### src/rtl/addr_mult_pkg.sv
// Shared constants, latency helper and stage payload type for the pipelined
// address multiplier.
package addr_mult_pkg;

  localparam int ADDR_W     = 24;
  localparam int ADDR_TAG_W = 3;

  // One pipeline stage retires bps multiplier bits, so the depth is width/bps.
  function automatic int mult_lat(input int width, input int bps);
    return width / bps;
  endfunction

  typedef struct packed {
    logic [2*ADDR_W-1:0]   sum;
    logic [ADDR_W-1:0]     aj;
    logic [ADDR_W-1:0]     ak;
    logic [ADDR_TAG_W-1:0] tag;
    logic                  valid;
  } addr_mult_payload_t;

endpackage

### src/rtl/addr_mult_stage.sv
// One multiplier pipeline stage: folds BPS multiplier bits into the running
// sum and registers the payload under hold and synchronous reset.
module addr_mult_stage
  import addr_mult_pkg::*;
#(
  parameter int WIDTH = ADDR_W,
  parameter int BPS   = 4,
  parameter int TAG_W = ADDR_TAG_W,
  parameter int STAGE = 0,
  parameter bit LAST  = 1'b0
) (
  input  logic               clk,
  input  logic               rst,
  input  logic               hold_i,
  input  logic               valid_i,
  input  logic [2*WIDTH-1:0] sum_i,
  input  logic [WIDTH-1:0]   aj_i,
  input  logic [WIDTH-1:0]   ak_i,
  input  logic [TAG_W-1:0]   tag_i,
  output logic               valid_o,
  output logic [2*WIDTH-1:0] sum_o,
  output logic [WIDTH-1:0]   aj_o,
  output logic [WIDTH-1:0]   ak_o,
  output logic [TAG_W-1:0]   tag_o
);

  logic [2*WIDTH-1:0] sum_d;
  logic [2*WIDTH-1:0] sum_q;
  logic [WIDTH-1:0]   aj_q;
  logic [WIDTH-1:0]   ak_q;
  logic [TAG_W-1:0]   tag_q;
  logic               valid_q;
  logic               loadData;
  logic [BPS-1:0]     ajBits;
  logic [2*WIDTH-1:0] addend;

  // Walk the multiplier slice LSB first, doubling the shifted multiplicand.
  always_comb begin
    sum_d  = sum_i;
    ajBits = aj_i[STAGE*BPS +: BPS];
    addend = {{WIDTH{1'b0}}, ak_i} << (STAGE*BPS);
    for (int b = 0; b < BPS; b++) begin
      if (ajBits[0]) begin
        sum_d = sum_d + addend;
      end
      ajBits = ajBits >> 1;
      addend = addend << 1;
    end
  end

  // The last stage doubles as the output register, so its data only moves
  // when a valid operation arrives; earlier stages load unconditionally.
  assign loadData = !hold_i && (valid_i || !LAST);

  always_ff @(posedge clk) begin
    if (rst) begin
      valid_q <= 1'b0;
      sum_q   <= '0;
      aj_q    <= '0;
      ak_q    <= '0;
      tag_q   <= '0;
    end else begin
      if (!hold_i) begin
        valid_q <= valid_i;
      end
      if (loadData) begin
        sum_q <= sum_d;
        aj_q  <= aj_i;
        ak_q  <= ak_i;
        tag_q <= tag_i;
      end
    end
  end

  assign valid_o = valid_q;
  assign sum_o   = sum_q;
  assign aj_o    = aj_q;
  assign ak_o    = ak_q;
  assign tag_o   = tag_q;

endmodule

### src/rtl/addr_mult_pipe.sv
// Pipelined unsigned address multiplier with tag/valid tracking, pipeline
// hold and overflow detection; latency WIDTH/BITS_PER_STAGE cycles.
module addr_mult_pipe
  import addr_mult_pkg::*;
#(
  parameter int WIDTH          = ADDR_W,
  parameter int BITS_PER_STAGE = 4,
  parameter int TAG_W          = ADDR_TAG_W
) (
  input  logic             clk,
  input  logic             rst,
  input  logic             i_valid,
  input  logic [WIDTH-1:0] i_aj,
  input  logic [WIDTH-1:0] i_ak,
  input  logic [TAG_W-1:0] i_tag,
  input  logic             i_hold,
  output logic             o_valid,
  output logic [WIDTH-1:0] o_result,
  output logic             o_overflow,
  output logic [TAG_W-1:0] o_tag
);

  localparam int LAT = mult_lat(WIDTH, BITS_PER_STAGE);

  if (WIDTH % BITS_PER_STAGE != 0) begin : g_cfgCheck
    $error("addr_mult_pipe: WIDTH must be a multiple of BITS_PER_STAGE");
  end

  logic               inValid    [LAT];
  logic [2*WIDTH-1:0] inSum      [LAT];
  logic [WIDTH-1:0]   inAj       [LAT];
  logic [WIDTH-1:0]   inAk       [LAT];
  logic [TAG_W-1:0]   inTag      [LAT];
  logic               stageValid [LAT];
  logic [2*WIDTH-1:0] stageSum   [LAT];
  logic [WIDTH-1:0]   stageAj    [LAT];
  logic [WIDTH-1:0]   stageAk    [LAT];
  logic [TAG_W-1:0]   stageTag   [LAT];

  // Stage 0 starts from a zero sum on the issue port; later stages chain.
  for (genvar s = 0; s < LAT; s++) begin : g_stage
    if (s == 0) begin : g_head
      assign inValid[s] = i_valid;
      assign inSum[s]   = '0;
      assign inAj[s]    = i_aj;
      assign inAk[s]    = i_ak;
      assign inTag[s]   = i_tag;
    end else begin : g_chain
      assign inValid[s] = stageValid[s-1];
      assign inSum[s]   = stageSum[s-1];
      assign inAj[s]    = stageAj[s-1];
      assign inAk[s]    = stageAk[s-1];
      assign inTag[s]   = stageTag[s-1];
    end

    addr_mult_stage #(
      .WIDTH (WIDTH),
      .BPS   (BITS_PER_STAGE),
      .TAG_W (TAG_W),
      .STAGE (s),
      .LAST  (s == LAT - 1)
    ) u_stage (
      .clk     (clk),
      .rst     (rst),
      .hold_i  (i_hold),
      .valid_i (inValid[s]),
      .sum_i   (inSum[s]),
      .aj_i    (inAj[s]),
      .ak_i    (inAk[s]),
      .tag_i   (inTag[s]),
      .valid_o (stageValid[s]),
      .sum_o   (stageSum[s]),
      .aj_o    (stageAj[s]),
      .ak_o    (stageAk[s]),
      .tag_o   (stageTag[s])
    );
  end

  assign o_valid    = stageValid[LAT-1];
  assign o_result   = stageSum[LAT-1][WIDTH-1:0];
  assign o_overflow = |stageSum[LAT-1][2*WIDTH-1:WIDTH];
  assign o_tag      = stageTag[LAT-1];

endmodule

### config.mk
export PLATFORM = sky130hd
export DESIGN_NAME = addr_mult_pipe
export DESIGN_NICKNAME = d
export VERILOG_FILES = /design/src/rtl/addr_mult_pkg.sv /design/src/rtl/addr_mult_stage.sv /design/src/rtl/addr_mult_pipe.sv
export SDC_FILE = /design/constraint.sdc
export NUM_CORES = 2
export LEC_CHECK = 0
export CAP_MARGIN = 15
export CORE_MARGIN = 2
export CORE_UTILIZATION = 60
export CTS_CLUSTER_SIZE = 8
export DETAILED_ROUTE_END_ITERATION = 7
export GPL_TIMING_DRIVEN = 1
export HOLD_SLACK_MARGIN = 0.03
export PLACE_DENSITY = 0.87
export SLEW_MARGIN = 20
export SYNTH_ARGS = -nofsm -noshare
export SYNTH_HDL_FRONTEND = slang
export SYNTH_HIERARCHICAL = 1
export SYNTH_SLANG_ARGS = --single-unit
### constraint.sdc
create_clock -name clk -period 14.3 [get_ports clk]
set_clock_uncertainty 0.2 [all_clocks]
set_input_delay 2.145 -clock clk [delete_from_list [all_inputs] [get_ports clk]]
set_output_delay 2.145 -clock clk [all_outputs]
set_load 0.02 [all_outputs]
* After elaboration in Yosys (flattened, before gate mapping)
Index checks and enable logic that the tools add are counted.
Operators by class: add/subtract/negate cells 23, mux-type cells 24, reduce and logical (&&, ||, !) cells 3
Operators with widths (count):
- 48-bit two-way mux | 23
- 48-bit by 25-bit adder with 48-bit output | 1
- 48-bit by 26-bit adder with 48-bit output | 1
- 48-bit by 27-bit adder with 48-bit output | 1
- 48-bit by 28-bit adder with 48-bit output | 1
- 48-bit by 29-bit adder with 48-bit output | 1
- 48-bit by 30-bit adder with 48-bit output | 1
- 48-bit by 31-bit adder with 48-bit output | 1
- 48-bit by 32-bit adder with 48-bit output | 1
- 48-bit by 33-bit adder with 48-bit output | 1
- 48-bit by 34-bit adder with 48-bit output | 1
- 48-bit by 35-bit adder with 48-bit output | 1
- 48-bit by 36-bit adder with 48-bit output | 1
- 48-bit by 37-bit adder with 48-bit output | 1
- 48-bit by 38-bit adder with 48-bit output | 1
- 48-bit by 39-bit adder with 48-bit output | 1
- 48-bit by 40-bit adder with 48-bit output | 1
- 48-bit by 41-bit adder with 48-bit output | 1
- 48-bit by 42-bit adder with 48-bit output | 1
- 48-bit by 43-bit adder with 48-bit output | 1
- 48-bit by 44-bit adder with 48-bit output | 1
- 48-bit by 45-bit adder with 48-bit output | 1
- 48-bit by 46-bit adder with 48-bit output | 1
- 48-bit by 47-bit adder with 48-bit output | 1
- 4 further kinds | 4
Storage, ports and cells: bits in registers 552, output and inout bits 29

* Depth between registers and ports, before layout
depth after elaboration 8, mapped depth 43

* Cells and area by module
The synthesis kept the hierarchy.
By module, submodules not included:
- addr_mult_stage (g_stage[0].u_stage) | instances 1, cells each 1612, area an instance 12263.0 sq um
- addr_mult_stage (g_stage[1].u_stage) | instances 1, cells each 1438, area an instance 11141.9 sq um
- addr_mult_stage (g_stage[2].u_stage) | instances 1, cells each 1409, area an instance 10939.2 sq um
- addr_mult_stage (g_stage[3].u_stage) | instances 1, cells each 1273, area an instance 10172.3 sq um
- addr_mult_stage (g_stage[4].u_stage) | instances 1, cells each 1224, area an instance 9729.3 sq um
- addr_mult_stage (g_stage[5].u_stage) | instances 1, cells each 1220, area an instance 9283.9 sq um
- addr_mult_pipe | instances 1, cells each 9, area an instance 55.1 sq um

* Least setup slack after synthesis
Ideal clock, no wire load.
path kind input port to flip-flop, start point input port i_aj[0], end point register g_stage[0].u_stage.sum_q[27], arrival time 8.686 ns, required time 13.972 ns, slack 5.286 ns, cell stages on the path 37, cell sequence buf_2 > buf_1 > buf_1 > nor2_1 > a21oi_1 > ha_1 > inv_1 > fa_1 > nor2b_1 > o211ai_1 > a2111oi_0 > nor2_1 > xor2_1 > o21ai_0 > ha_1 > o21a_1 > o21a_1 > o32a_1 > o41a_1 > a22o_1 > o21ai_0 > nand2b_1 > a21o_1 > a21o_1 > xnor2_1 > a21oi_1 > ha_1 > a21o_1 > a21oi_1 > a21oi_1 > o21a_1 > o21ai_0 > a21oi_1 > xor2_1 > nor2_1 > a21oi_1 > nor2_1
Between the ends: word-level cells in the longest chain between the ends 7
RTL lines:
- from (decl) | RTL line addr_mult_pipe.sv:13 | input logic [WIDTH-1:0] i_aj,
- 24-bit two-way mux * | RTL line addr_mult_stage.sv:43 | if (ajBits[0]) begin
- 48-bit by 25-bit adder with 48-bit output | RTL line addr_mult_stage.sv:44 | sum_d = sum_d + addend;
- 48-bit two-way mux * | RTL line addr_mult_stage.sv:43
- 48-bit by 26-bit adder with 48-bit output | RTL line addr_mult_stage.sv:44
- 48-bit two-way mux * | RTL line addr_mult_stage.sv:43
- 48-bit by 27-bit adder with 48-bit output | RTL line addr_mult_stage.sv:44
- 48-bit two-way mux * | RTL line addr_mult_stage.sv:43
- to (signal assigned) | RTL line addr_mult_stage.sv:67 | sum_q <= sum_d;
- to (decl) | RTL line addr_mult_stage.sv:28 | logic [2*WIDTH-1:0] sum_q;
Mark *: on every way between the ends. The rest lies on a longest branch, timed or not. A chain may end at the register's enable or synchronous reset.

* Final worst setup path
start point input port i_ak[1], end point register g_stage[0].u_stage.sum_q[26]
Between the ends: word-level cells in the longest chain between the ends 7
RTL lines:
- from (decl) | RTL line addr_mult_pipe.sv:14 | input logic [WIDTH-1:0] i_ak,
- 24-bit two-way mux | RTL line addr_mult_stage.sv:43
- 48-bit by 25-bit adder with 48-bit output | RTL line addr_mult_stage.sv:44
- 48-bit two-way mux | RTL line addr_mult_stage.sv:43
- 48-bit by 26-bit adder with 48-bit output | RTL line addr_mult_stage.sv:44
- 48-bit two-way mux | RTL line addr_mult_stage.sv:43
- 48-bit by 27-bit adder with 48-bit output | RTL line addr_mult_stage.sv:44
- 48-bit two-way mux * | RTL line addr_mult_stage.sv:43
Marked as above.

==> results.yml <==
run_status:
  status: "complete, no violations"
global_routing:
  grtUsageTotal_pct: 32.10
  grt_pass1_vias: 56110
  grt_start_max_net_pins: 165
  antenna_found_initial: 3
  overflow: 0
  grt_pass1_wl_um: 277000
clock_tree:
  worstSkewPairLatency_ns: 0.67
  post_cts_buffers: 0
  ctsHoldBuffers: 0
  cts.clk_slew.worst_paths_ns: 0.05
  cts_root_buf: "clkbuf_16"
  post_cts_resized: 0
  cts_buffer_depth: 3
  cts_buffers: 75
  numClockSinks: 492
  cts_tree: "yes"
  cts_max_level: 3
detailed_routing:
  wl_per_cell_um: 18.67
  drt_iter0_markers: 5026
  drt_wl_total_um: 171100
  vias: 58980
  drcViolationCount: 0
  routed_via_density: 6.437
  first_pass_iters: 8
  ant_nets: 0
timing:
  slew_headroom_pct: 26.52
  fin_crit_sh_pct: 71.50
  finalHoldViolCount: 0
  worst_slew_pin_slew_ns: 1.074
  finalSetupViolCount: 0
  rsz0062_at_grt: "no"
  hold_ws_ns: 0.2403
  slew_violations: 0
  period_needed_ns: 10.22
  finalSetupTns_ns: 0
  fmax_mhz: 97.81
logic_synthesis:
  syn_inst: 7800
  syn-cell-area_um2: 59950
  syn_area_per_cell_um2: 7.686
  yosys_warnings: 6
place:
  dp_hpwl_um: 132800
  port_buffers: 83
  gp_congestion: 0.9627
final_layout:
  fin_nets: 8534
  postLayoutCoreUtil_pct: 65.09
  num_antenna_cells: 0
  syn_to_final_growth_pct: 7.161
  drive_gt1_share_pct: 7.555
floorplanning:
  die_h_um: 320.1
  num_io_pins: 84
  fp.dieW_um: 320.1
  core_region_area_um2: 98710
  rows: 115
  initial_core_util_pct: 60.74
  die_area_um2: 102500
critical_path:
  arrival_ns: 10.51
  critPathSlowestCell: "a2111oi_0"
  slowest_delay_ns: 0.96
  crit_path_max_fanout: 7
  timing.reg2reg.setup_slack_ns: 4.23
  critPathCaptureType: "flop"
  worstPathRequired_ns: 14.58
  cp_common_cell: "o21ai_0"
  startpoint_type: "input port"
  path_class: "input port to flop"
power_and_ir_drop:
  ir_worst_vdd_uv: 83.37
  p_leak_nw: 28.15
  p_sw_w: 0.001971
  powerDensity_nw_per_um2: 81.74
  pwr-share-clk_pct: 32.0
  p_int_w: 0.003280
  sequentialPowerShare_pct: 29.1
  pwr-share-comb_pct: 38.9
  swShare_pct: 37.54
  total_power_w: 0.005251
run:
  cap_viol_max_count: 0
worst_hold_path:
  hold_path_class: "flop to flop"
[sequential cells by signal (all words and copies together) (netlist names)]
signal	cells
g_stage.u_stage/aj_o	60
g_stage.u_stage/ak_o	120
g_stage.u_stage/sum_o	288
g_stage.u_stage/tag_o	18
g_stage.u_stage/valid_o	6
[layout by cell type (no fill, tap or decap), drive strengths merged, types with 79 or more instances in the layout]
master and instances:
a21o 260, dfxtp 492, nand3 183, o21a 120
clkdlybuf4s50 81, clkbuf 79, xor2 254, inv 218
a21oi 757, a211oi 169, nor2 945, o211ai 126
nand2b 85, o21ai 453, nor3 150, mux2 209
conb 152, mux2i 324, xnor2 396, ha 597
nand2 622, nand4 82
[layout make-up]
type | count | area, um^2
clock buffer | 79 | 1892
clock inverter | 16 | 312.8
fill | 8333 | 34460
inverter | 221 | 829.5
multi-input combinational | 6945 | 48600
sequential | 492 | 9849
tap | 1287 | 1610
timing repair buffer | 123 | 1154
[worst max-delay path, delay by kind of cell]
kind | cells | cell delay, ns
fa+ha+maj | 5 | 1.77
compound gates | 19 | 4.65
simple gates | 4 | 0.54
xor+xnor | 3 | 0.45
buf+inv | 3 | 0.96
[metrics by stage]
| step | area [um^2] | std cells | worst slack [ns] |
|---|---|---|---|
| after floorplan | 60520 | 7951 | 5.307 |
| after global placement | 62040 | 9068 | 3.762 |
| after detailed placement | 62040 | 9068 | 3.577 |
| after CTS | 64250 | 9163 | 4.223 |
| after global routing | 64250 | 9163 | 3.524 |
| final | 64250 | 9163 | 4.076 |
[final timing paths]
| check | startpoint | end | depth (start not counted) |
|---|---|---|---|
| setup / recovery | i_ak[1] | g_stage[0].u_stage/sum_o[26] | 34 |
| setup reg to reg | g_stage[0].u_stage/ak_o[0] | g_stage[1].u_stage/sum_o[47] | 34 |
| hold reg to reg | g_stage[4].u_stage/tag_o[2] | g_stage[5].u_stage/tag_o[2] | 2 |
| hold / removal | g_stage[4].u_stage/tag_o[2] | g_stage[5].u_stage/tag_o[2] | 2 |
[power by group through the flow]
stage               registers [W]  logic, W  clock network (W)
floorplan                 0.00151   0.00160                  0
finish                    0.00153   0.00204            0.00168
detailed placement        0.00155   0.00196                  0
global placement          0.00155   0.00191                  0
global route              0.00153   0.00225            0.00176
CTS                       0.00152   0.00198            0.00170
[per-layer routing]
layer  GRT usage (%)  vias to the layer above  wire, um
met5               0                        -         0
met4           16.15                        0      8696
met3           3.568                      526     10000
met2           55.20                     2030     80110
met1           39.66                    27730     72250
li1                -                    28690         -
Note: power is estimated with default switching activity, not from simulation.
